==> src/rtl/serial_word_feeder.sv <==
// serial_word_feeder: serializes WIDTH-bit words accepted over valid/ready onto a registered serial line.
module serial_word_feeder #(
  parameter int WIDTH     = 8,
  parameter bit MSB_FIRST = 1'b1,
  parameter bit IDLE_BIT  = 1'b0
) (
  input  logic             clk,
  input  logic             reset,
  input  logic [WIDTH-1:0] data_in,
  input  logic             load_valid,
  output logic             load_ready,
  input  logic             bit_en,
  output logic             dout,
  output logic             dout_valid,
  output logic             busy,
  output logic             word_done
);
  localparam int CW = $clog2(WIDTH);
  localparam logic [CW-1:0] LAST = CW'(WIDTH - 1);
  typedef enum logic {IDLE, SHIFT} state_t;
  state_t state_q, state_d;
  logic [WIDTH-1:0] sr_q, sr_d;
  logic [CW-1:0] cnt_q, cnt_d;
  logic dout_q, dout_d, started_q, last, accept;
  always_ff @(posedge clk or posedge reset)
    if (reset) begin
      state_q   <= IDLE;
      sr_q      <= '0;
      cnt_q     <= '0;
      dout_q    <= IDLE_BIT;
      started_q <= 1'b0;
    end else begin
      state_q   <= state_d;
      sr_q      <= sr_d;
      cnt_q     <= cnt_d;
      dout_q    <= dout_d;
      started_q <= 1'b1;
    end
  // sr holds the bits not yet presented; dout_q is the bit currently on the line
  always_comb begin
    state_d    = state_q;
    sr_d       = sr_q;
    cnt_d      = cnt_q;
    dout_d     = dout_q;
    last       = (state_q == SHIFT) && (cnt_q == LAST) && bit_en;
    load_ready = (state_q == IDLE) ? started_q : last;
    accept     = load_valid && load_ready;
    if (accept) begin
      state_d = SHIFT;
      cnt_d   = '0;
      dout_d  = MSB_FIRST ? data_in[WIDTH-1] : data_in[0];
      sr_d    = MSB_FIRST ? data_in << 1 : data_in >> 1;
    end else if (last) begin
      state_d = IDLE;
      cnt_d   = '0;
      dout_d  = IDLE_BIT;
    end else if (state_q == SHIFT && bit_en) begin
      cnt_d  = cnt_q + CW'(1);
      dout_d = MSB_FIRST ? sr_q[WIDTH-1] : sr_q[0];
      sr_d   = MSB_FIRST ? sr_q << 1 : sr_q >> 1;
    end
  end
  assign dout       = dout_q;
  assign dout_valid = (state_q == SHIFT);
  assign busy       = (state_q == SHIFT);
  assign word_done  = last;
endmodule

==> config.mk <==
export PLATFORM = sky130hd
export DESIGN_NAME = serial_word_feeder
export DESIGN_NICKNAME = d
export VERILOG_FILES = /design/src/rtl/serial_word_feeder.sv
export SDC_FILE = /design/constraint.sdc
export NUM_CORES = 1
export LEC_CHECK = 0
export BUFFER_PORTS_ARGS = -buffer_cell sky130_fd_sc_hd__clkbuf_2
export CAP_MARGIN = 20
export CORE_ASPECT_RATIO = 1.5
export CORE_MARGIN = 1
export CORE_UTILIZATION = 27
export CTS_BUF_LIST = sky130_fd_sc_hd__clkbuf_8
export CTS_CLUSTER_DIAMETER = 100
export DETAILED_ROUTE_END_ITERATION = 8
export GPL_ROUTABILITY_DRIVEN = 0
export GPL_TIMING_DRIVEN = 1
export PLACE_DENSITY = 0.51
export SLEW_MARGIN = 20
export SYNTH_ARGS = -nofsm -noshare
export SYNTH_HDL_FRONTEND = slang
export SYNTH_SLANG_ARGS = --single-unit
==> constraint.sdc <==
create_clock -name clk -period 1.8 [get_ports clk]
set_input_delay 0.18 -clock clk [delete_from_list [all_inputs] [get_ports clk]]
set_output_delay 0.18 -clock clk [all_outputs]
set_load 0.02 [all_outputs]
Word level (Yosys, flattened, before mapping). Index checks and enable logic that the tools add are counted.

Bits in registers: 14. Latch bits: 0. RAM bits: 0. Memory bits (read-only): 0. Input port bits: 12. Output and inout bits: 5. Word-level logic and storage cells: 28. Memories: 0.

Add/sub/neg operators: 1. Multiply operators: 0. Div/mod/pow operators: 0. $lt $le $gt $ge: 0. Eq/ne operators: 2. Shift operators: 0. Muxes and demuxes: 12. Bitwise gates (word level): 0. Reduce and logical (&&, ||, !) cells: 8.

Operators with widths (number): 8-bit two-way mux (3); 3-bit two-way mux (3); 1-bit two-way mux (6); 1-bit logical AND (4); 2-bit nonzero test (2); 3-bit by 1-bit adder with 3-bit output, second input constant (1); 3-bit == test, second input constant (1); 3-bit nonzero test (1); 2-bit by 1-bit inequality test with 1-bit output, second input constant (1); 2-bit AND reduction (1).

Logic depth before layout (Yosys ltp). Gate-level depths: netlist of run 1.

Depth after elaboration: 7. Mapped depth: 6. Gate-level depth less buffers: 5.

Least setup slack after synthesis of run 1. OpenSTA, ideal clock, no wires.

Path kind: register to output. Start: register cnt_q[0]. End: output load_ready. Data arrival time: 1.483 ns. Data required time: 1.620 ns. Slack: 0.137 ns. Cell stages (with the launch flop): 6. Path buffers: 1. Cell sequence: dfrtp_1 > ha_1 > ha_1 > and3_1 > buf_2 > or2_2.

Cells in the longest elaborated chain, start to end: 4.

RTL lines: from (decl) (RTL line 23) `logic [CW-1:0] cnt_q, cnt_d;`; from (signal assigned) (RTL line 35) `cnt_q <= cnt_d;`; 3-bit == test (RTL line 45) `last = (state_q == SHIFT) && (cnt_q == LAST) && bit_en;`; 1-bit logical AND (2 in series) (RTL line 45); via word_done (RTL line 16) `output logic word_done`; 1-bit two-way mux (RTL line 46) `load_ready = (state_q == IDLE) ? started_q : last;`; to (decl) (RTL line 11) `output logic load_ready,`.

The timed path passes the listed nets, and every way through them passes these cells.

Worst setup path after layout of run 1.
Start: register cnt_q[0]. End: output load_ready.

Cells in the longest elaborated chain, start to end: 4.

RTL lines (RTL line): 3-bit == test (45); 1-bit logical AND (2 in series) (45); 1-bit two-way mux (46).

Every way passes these cells.

==> metrics.yaml, run 1 <==
crit_fanout: 2
r2r_cells: 6
leakage_nw: 0.4213
rsz0062_at_grt: "no"
regArea_um2: 325.3
synthMuxAreaShare: 0.01340
cts_inserted_buffers: 3
synth.area.top_cells: "dfrtp_1, o211ai_1, a311oi_1, a31oi_1, nand3_1"
synth-seq-cells: 13
areaGrowthSynthToFinish_pct: 26.30
synth_top_family_by_area: "compound AO/OA/AOI/OAI gates"
synth_cell_type_count: 26
syn_area_um2: 747.0
power.share.switching: 0.3777
power_density_nw_per_um2: 1398
synth_fa_ha_area_frac: 0.03350
synth_nets: 89
start_kind: "flop"
min_period_ns: 1.714
rrSetupSlack_ns: 0.22
final_util: 0.3563
maxSlewHeadroom: 0.6396
port_buffers: 16
reg2reg_from: "cnt_q[0]"
slew_violations: 0
h-tree-depth: 1
synth_edf_count: 0
path_clk_slew_ns: 0.06
crit_path_cell_trace: "ha_2 > ha_4 > and3_1 > or2_4 > buf_8"
hp-start: "data_in[0]"
slowest_delay_ns: 0.38
via_per_inst: 5.267
p_sw_mw: 0.4981
cp_slowest_cell: "dfrtp_1"
hold_ws_ns: 0.1496
cts_buffer_depth: 2
fin_crit_sh: 0.9525
gr-usage-all-layers: 0.1522
finalHoldViolations: 0
coreArea_um2: 2648
synthArstFlopShare: 1.000
multi_input_area_um2: 377.9
r2r_end: "sr_q[6]"
cts.sinks: 13
final_net_count: 109
skew_ns: 0.0009408
first_global_vias: 682
wl_per_cell_um: 15.31
dieWidth_um: 44.95
grt_antenna_before_repair: 0
dp_cells: 124
io_pins: 17
finish.instance_area_um2: 943.4
overflow: 0
insertedDiodeCount: 0
seq_power_share: 0.382
met3_length_um: 69
die_y_um: 66.42
dr.pass1.iters: 4
synth-main-ff-cell: "dfrtp_1"
drt_iter0_markers: 15
grt_pass1_wl_um: 3208
crit_start: "cnt_q[0]"
setup_violations: 0
wirelength_um: 2005
yosys.area.top_type_share: 0.4355
p_int_mw: 0.8208
grt_max_degree: 14
combPwrFrac: 0.413
clock_tree.root_cell: "clkbuf_8"
fin_cells: 131
netlist_instances: 75
n_fill_cell: 289
synth-xor-area-share: 0
ir_drop_v: 0.0006894
synth-simple-area-share: 0.1658
status: "completed"
drc_errors: 0
worst_slack_ns: 0.08551
top_layer: "met4"
p_clk_frac: 0.205
row_count: 23
tritoncts: "done"
final_antenna_net_count: 0
max_freq_ghz: 0.5833
power_mw: 1.319
worst_pin_slew_ns: 0.5400
wl_met1_um: 860
yosysWarningCount: 0
synth-compound-area-share: 0.2613
dp_hpwl_um: 1345
critPathCapture: "load_ready"
yosysTopAreaCell: "dfrtp_1"
cp-end-kind: "output port"
num_vias: 690
cap_viol_max_count: 0
initial_utilization: 0.2821
critPathRequiredTime_ns: 1.62
dr_wl_met2_um: 1020
tns_ns: 0
clock_latency_ns: 0.25
drive_above_1_share: 0.3085
yosysSeqAreaShare: 0.4355
place_area_um2: 843.3
hold_class: "in2reg"
critPathKind: "reg2out"
syn_area_per_cell_um2: 9.960
dp_slack_ns: 0.1678
arrival_ns: 1.53
dieArea_um2: 2985
repair_timing:
item,CTS,global route
pin swaps,1,1
gates cloned,0,0
gates resized for setup,5,3
setup endpoints to repair,2,1
setup buffers,2,0
hold buffers,1,0
hold endpoints to repair,13,0
routing by layer:
metal | GRT usage | vias to the layer above
met5 | 0 | -
met4 | 0.1061 | 0
met3 | 0.02732 | 5
met2 | 0.2428 | 19
met1 | 0.1771 | 341
li1 | - | 325
layout make-up:
cell class,instances,area share
Multi-Input combinational cell,52,0.4005
Inverter,3,0.01194
Tap cell,37,0.04907
Timing Repair Buffer,22,0.1459
Sequential cell,13,0.3448
Clock buffer,3,0.04377
Clock inverter,1,0.003979
state kept, by name, indices dropped and copies added, names as in the netlist:
name	flops
sr_q	7
cnt_q	3
busy	1
dout	1
started_q	1
worst min-delay path by stage:
stage                         end  slack [ns]  cells after the start
after detailed placement  sr_q[3]        0.23                      2
after global placement    sr_q[2]        0.23                      2
final                     sr_q[1]        0.15                      2
after floorplan              busy        0.06                      1
after CTS                 sr_q[1]        0.15                      2
after global routing      sr_q[1]        0.16                      2
worst max-delay path: cells and delay by family (launching register included):
kind | cells | cell delay [ns]
flip-flops | 1 | 0.38
adder cells (fa/ha/maj) | 2 | 0.35
buffers and inverters | 1 | 0.13
AND/OR/NAND/NOR | 2 | 0.42
cells in the final DEF, fill, tap and decap left out, drive strengths merged:
cell type    Yosys  final
mux2i            1      1
a311oi           6      6
and3             1      1
nand2            4      4
buf              7      6
nand4            1      1
or2              1      1
nand3            7      7
ha               2      2
a21oi            4      4
nand3b           1      1
dfrtp           13     13
dlygate4sd3      0      1
conb             1      1
and3b            1      1
clkbuf           0     18
inv              3      4
a31oi            7      7
nand2b           1      1
o2bb2ai          1      1
nand4b           1      1
o211ai           7      7
and4b            1      1
nor2             2      2
nor2b            1      1
a31o             1      1
power by group through the flow:
| stage | Sequential [mW] | Combinational (mW) | Clock (mW) |
|---|---|---|---|
| floorplan | 0.494 | 0.366 | 0 |
| global placement | 0.500 | 0.467 | 0 |
| detailed placement | 0.503 | 0.476 | 0 |
| CTS | 0.500 | 0.531 | 0.278 |
| global route | 0.517 | 0.600 | 0.290 |
| finish | 0.504 | 0.545 | 0.270 |
cell usage after synthesis (2+ instances only):
library cell and instances:
nand3_1 7, a21oi_1 4, buf_4 2, nand2_1 4
dfrtp_1 13, a311oi_1 6, o211ai_1 7, ha_1 2
a31oi_1 7, inv_1 3, buf_6 2, buf_2 3
nor2_1 2
cells by family (layout without fill, tap and decap cells):
logic type,after synthesis,after routing
AOI/OAI and AO/OA,26,26
and+or+nand+nor,22,22
DFF,13,13
buffers and inverters,10,29
adders and majority gates,2,2
other,1,1
muxes,1,1
No activity file was read; power rests on OpenSTA's default activity.
==> run 2, diff against run 1 <==
--- a/config.mk
+++ b/config.mk
@@ -7,5 +7,5 @@
 export LEC_CHECK = 0
 export BUFFER_PORTS_ARGS = -buffer_cell sky130_fd_sc_hd__clkbuf_2
-export CAP_MARGIN = 20
+export CAP_MARGIN = 5
 export CORE_ASPECT_RATIO = 1.5
 export CORE_MARGIN = 1
==> constraint.sdc (replaced) <==
create_clock -name clk -period 1.8 [get_ports clk]
set_input_delay 0.18 -clock clk [delete_from_list [all_inputs] [get_ports clk]]
set_output_delay 0.18 -clock clk [all_outputs]
set_load 0.1 [all_outputs]
==> run 2 against run 1 <==
Effect of this change:
- sequential cell count unchanged
- non-clock buffer count increased by 2
- first-iteration DRC count increased by 40%
- combinational power increased by 42%
- sequential share of layout area decreased by 1.1 points
- critical endpoint unchanged
- largest power group unchanged
==> metrics.yaml, run 2 (synthesis gave the netlist of run 1 again) <==
status: "completed"
hold_end: "sr_q[1]"
io_pins: 17  # unchanged
clock_latency_ns: 0.25  # about the same
drc_errors: 0  # unchanged
largest_reg_flops: 7  # unchanged
grt_pass1_wl_um: 3139  # -2.2%
reg2reg_from: "cnt_q[1]"
hold_depth: 2  # unchanged
grt_use_met3: 0.02732  # unchanged
cts_inserted_buffers: 3  # unchanged
final_antenna_net_count: 0  # unchanged
final_net_count: 111  # +1.8%
slew_violations: 0  # unchanged
final_cell_mix: "clkbuf_2, dfrtp_1"
critPathKind: "reg2out"
maxSlewHeadroom: 0.6426  # +0.002939
grt_antenna_before_repair: 0  # unchanged
first_global_vias: 654  # -4.1%
setup_violations: 0  # unchanged
n_fill_cell: 281  # -2.8%
slowest_delay_ns: 0.38  # about the same
port_buffers: 16  # unchanged
areaGrowthSynthToFinish_pct: 31.83
gr-usage-all-layers: 0.1474  # -0.004783
critPathRequiredTime_ns: 1.62  # about the same
rrSetupSlack_ns: 0.14  # -0.08 ns
top_register: "sr_q"
place_area_um2: 879.6  # +4.3%
power_density_nw_per_um2: 1585  # +13%
rsz0062_at_grt: "no"
finalHoldViolations: 0  # unchanged
insertedDiodeCount: 0  # unchanged
via_per_inst: 5.128  # -2.6%
cap_viol_max_count: 0  # unchanged
crit_fanout: 3  # +1
crit_buf_inv: 1  # unchanged
leakage_nw: 0.4348  # +3.2%
crit_path_cell_trace: "ha_2 > ha_4 > and3_4 > or2_4 > buf_12"
layout_commonest_cell: "clkbuf_2"
cts_buffer_depth: 2  # unchanged
dieArea_um2: 2985  # unchanged
die_y_um: 66.42  # unchanged
cp-end-kind: "output port"
path_clk_slew_ns: 0.06  # about the same
drt_iter0_markers: 21  # +6
row_count: 23  # unchanged
initial_utilization: 0.2821  # unchanged
ir_drop_v: 0.0008011  # +16%
cp_slowest_cell: "dfrtp_1"
cp_top_family: "simple AND/OR/NAND/NOR gates"
fin_crit_sh: 0.9681  # +0.01558
dp_hpwl_um: 1340  # -0.36%
tns_ns: 0  # unchanged
hold_class: "in2reg"
drive_above_1_share: 0.3333  # +0.02482
arrival_ns: 1.56  # +0.03 ns
min_period_ns: 1.743  # +0.02804 ns
met1_usage: 0.1794  # +0.002291
h-tree-depth: 1  # unchanged
worst_pin_slew_ns: 0.5385  # -0.001525 ns
start_kind: "flop"
coreArea_um2: 2648  # unchanged
busiest_layer: "met2"
overflow: 0  # unchanged
wl_per_cell_um: 13.98  # -8.7%
grt_use_met2: 0.2264  # -0.01630
hp-start: "data_in[0]"
num_vias: 682  # -1.2%
skew_ns: 0.001019  # +0.00007805 ns
finish.instance_area_um2: 984.7  # +4.4%
wirelength_um: 1859  # -7.3%
r2r_cells: 6  # unchanged
cts.sinks: 13  # unchanged
grt_max_degree: 20  # +6
tritoncts: "done"
clock_tree.root_cell: "clkbuf_8"
top_regs: "sr_q x7, cnt_q x3"
max_freq_ghz: 0.5739  # -1.6%
r2r_end: "sr_q[1]"
dieWidth_um: 44.95  # unchanged
dr.pass1.iters: 4  # unchanged
[run 2: layer usage]
metal / part of all wire / up-vias
met2: 0.53 / 16
li1: - / 331
met5: 0 / -
met4: 0.029 / 0
met1: 0.41 / 331
met3: 0.031 / 4
[run 2: final cells by class]
cell class	count	area [um2]	share of cell area
multi-input cells	52	380.4	0.3863
repair buffers	24	172.7	0.1753
inverters	3	11.26	0.01144
clock inverters	1	3.754	0.003812
well taps	37	46.29	0.04701
flip-flops and latches	13	329.1	0.3342
clock buffers	3	41.29	0.04193
[run 2: timing repair]
action / 4_1_cts / 5_1_grt
endpoints found under the setup margin: 2 / 2
gates resized for setup: 4 / 0
pin swaps: 2 / 3
setup buffers: 2 / 2
hold buffers: 1 / 0
endpoints found under the hold margin: 13 / 0
[run 2: worst max-delay path by stage]
| stage | from | endpoint | slack, ns | cells past startpoint |
|---|---|---|---|---|
| floorplan | busy | load_ready | 0.06 | 4 |
| global placement | cnt_q[0] | sr_q[1] | 0.17 | 5 |
| detailed placement | cnt_q[0] | load_ready | 0.15 | 5 |
| CTS | cnt_q[1] | load_ready | 0.01 | 5 |
| global route | cnt_q[0] | load_ready | 0.02 | 5 |
| finish | cnt_q[0] | load_ready | 0.06 | 5 |
[run 2: through the flow]
| stage | worst slack, ns | hold WS (ns) | total power, mW | util | instances |
|---|---|---|---|---|---|
| 3_3_place_gp | 0.1667 | 0.2316 | 1.211 | 0.3322 | 124 |
| 5_1_grt | 0.01682 | 0.1570 | 1.669 | 0.3719 | 133 |
| 4_1_cts | 0.01350 | 0.1495 | 1.535 | 0.3663 | 131 |
| 3_5_place_dp | 0.1465 | 0.2240 | 1.223 | 0.3322 | 124 |
| 2_1_floorplan | 0.05620 | 0.05698 | 1.085 | - | 75 |
| 6_report | 0.05746 | 0.1493 | 1.561 | 0.3719 | 133 |
[run 2: where the power goes]
group | switching (mW) | internal [mW] | leakage [nW]
Sequential | 0.109 | 0.420 | 0.150
Combinational | 0.482 | 0.290 | 0.258
Clock | 0.109 | 0.151 | 0.0269
Total | 0.700 | 0.861 | 0.435
[run 2: worst reg2reg max path: stages, from the launching register on]
cell	delay, ns
dfrtp_1	0.35
ha_2	0.20
ha_4	0.13
buf_4	0.12
nand4_1	0.36
nand2_1	0.29
o2bb2ai_1	0.14
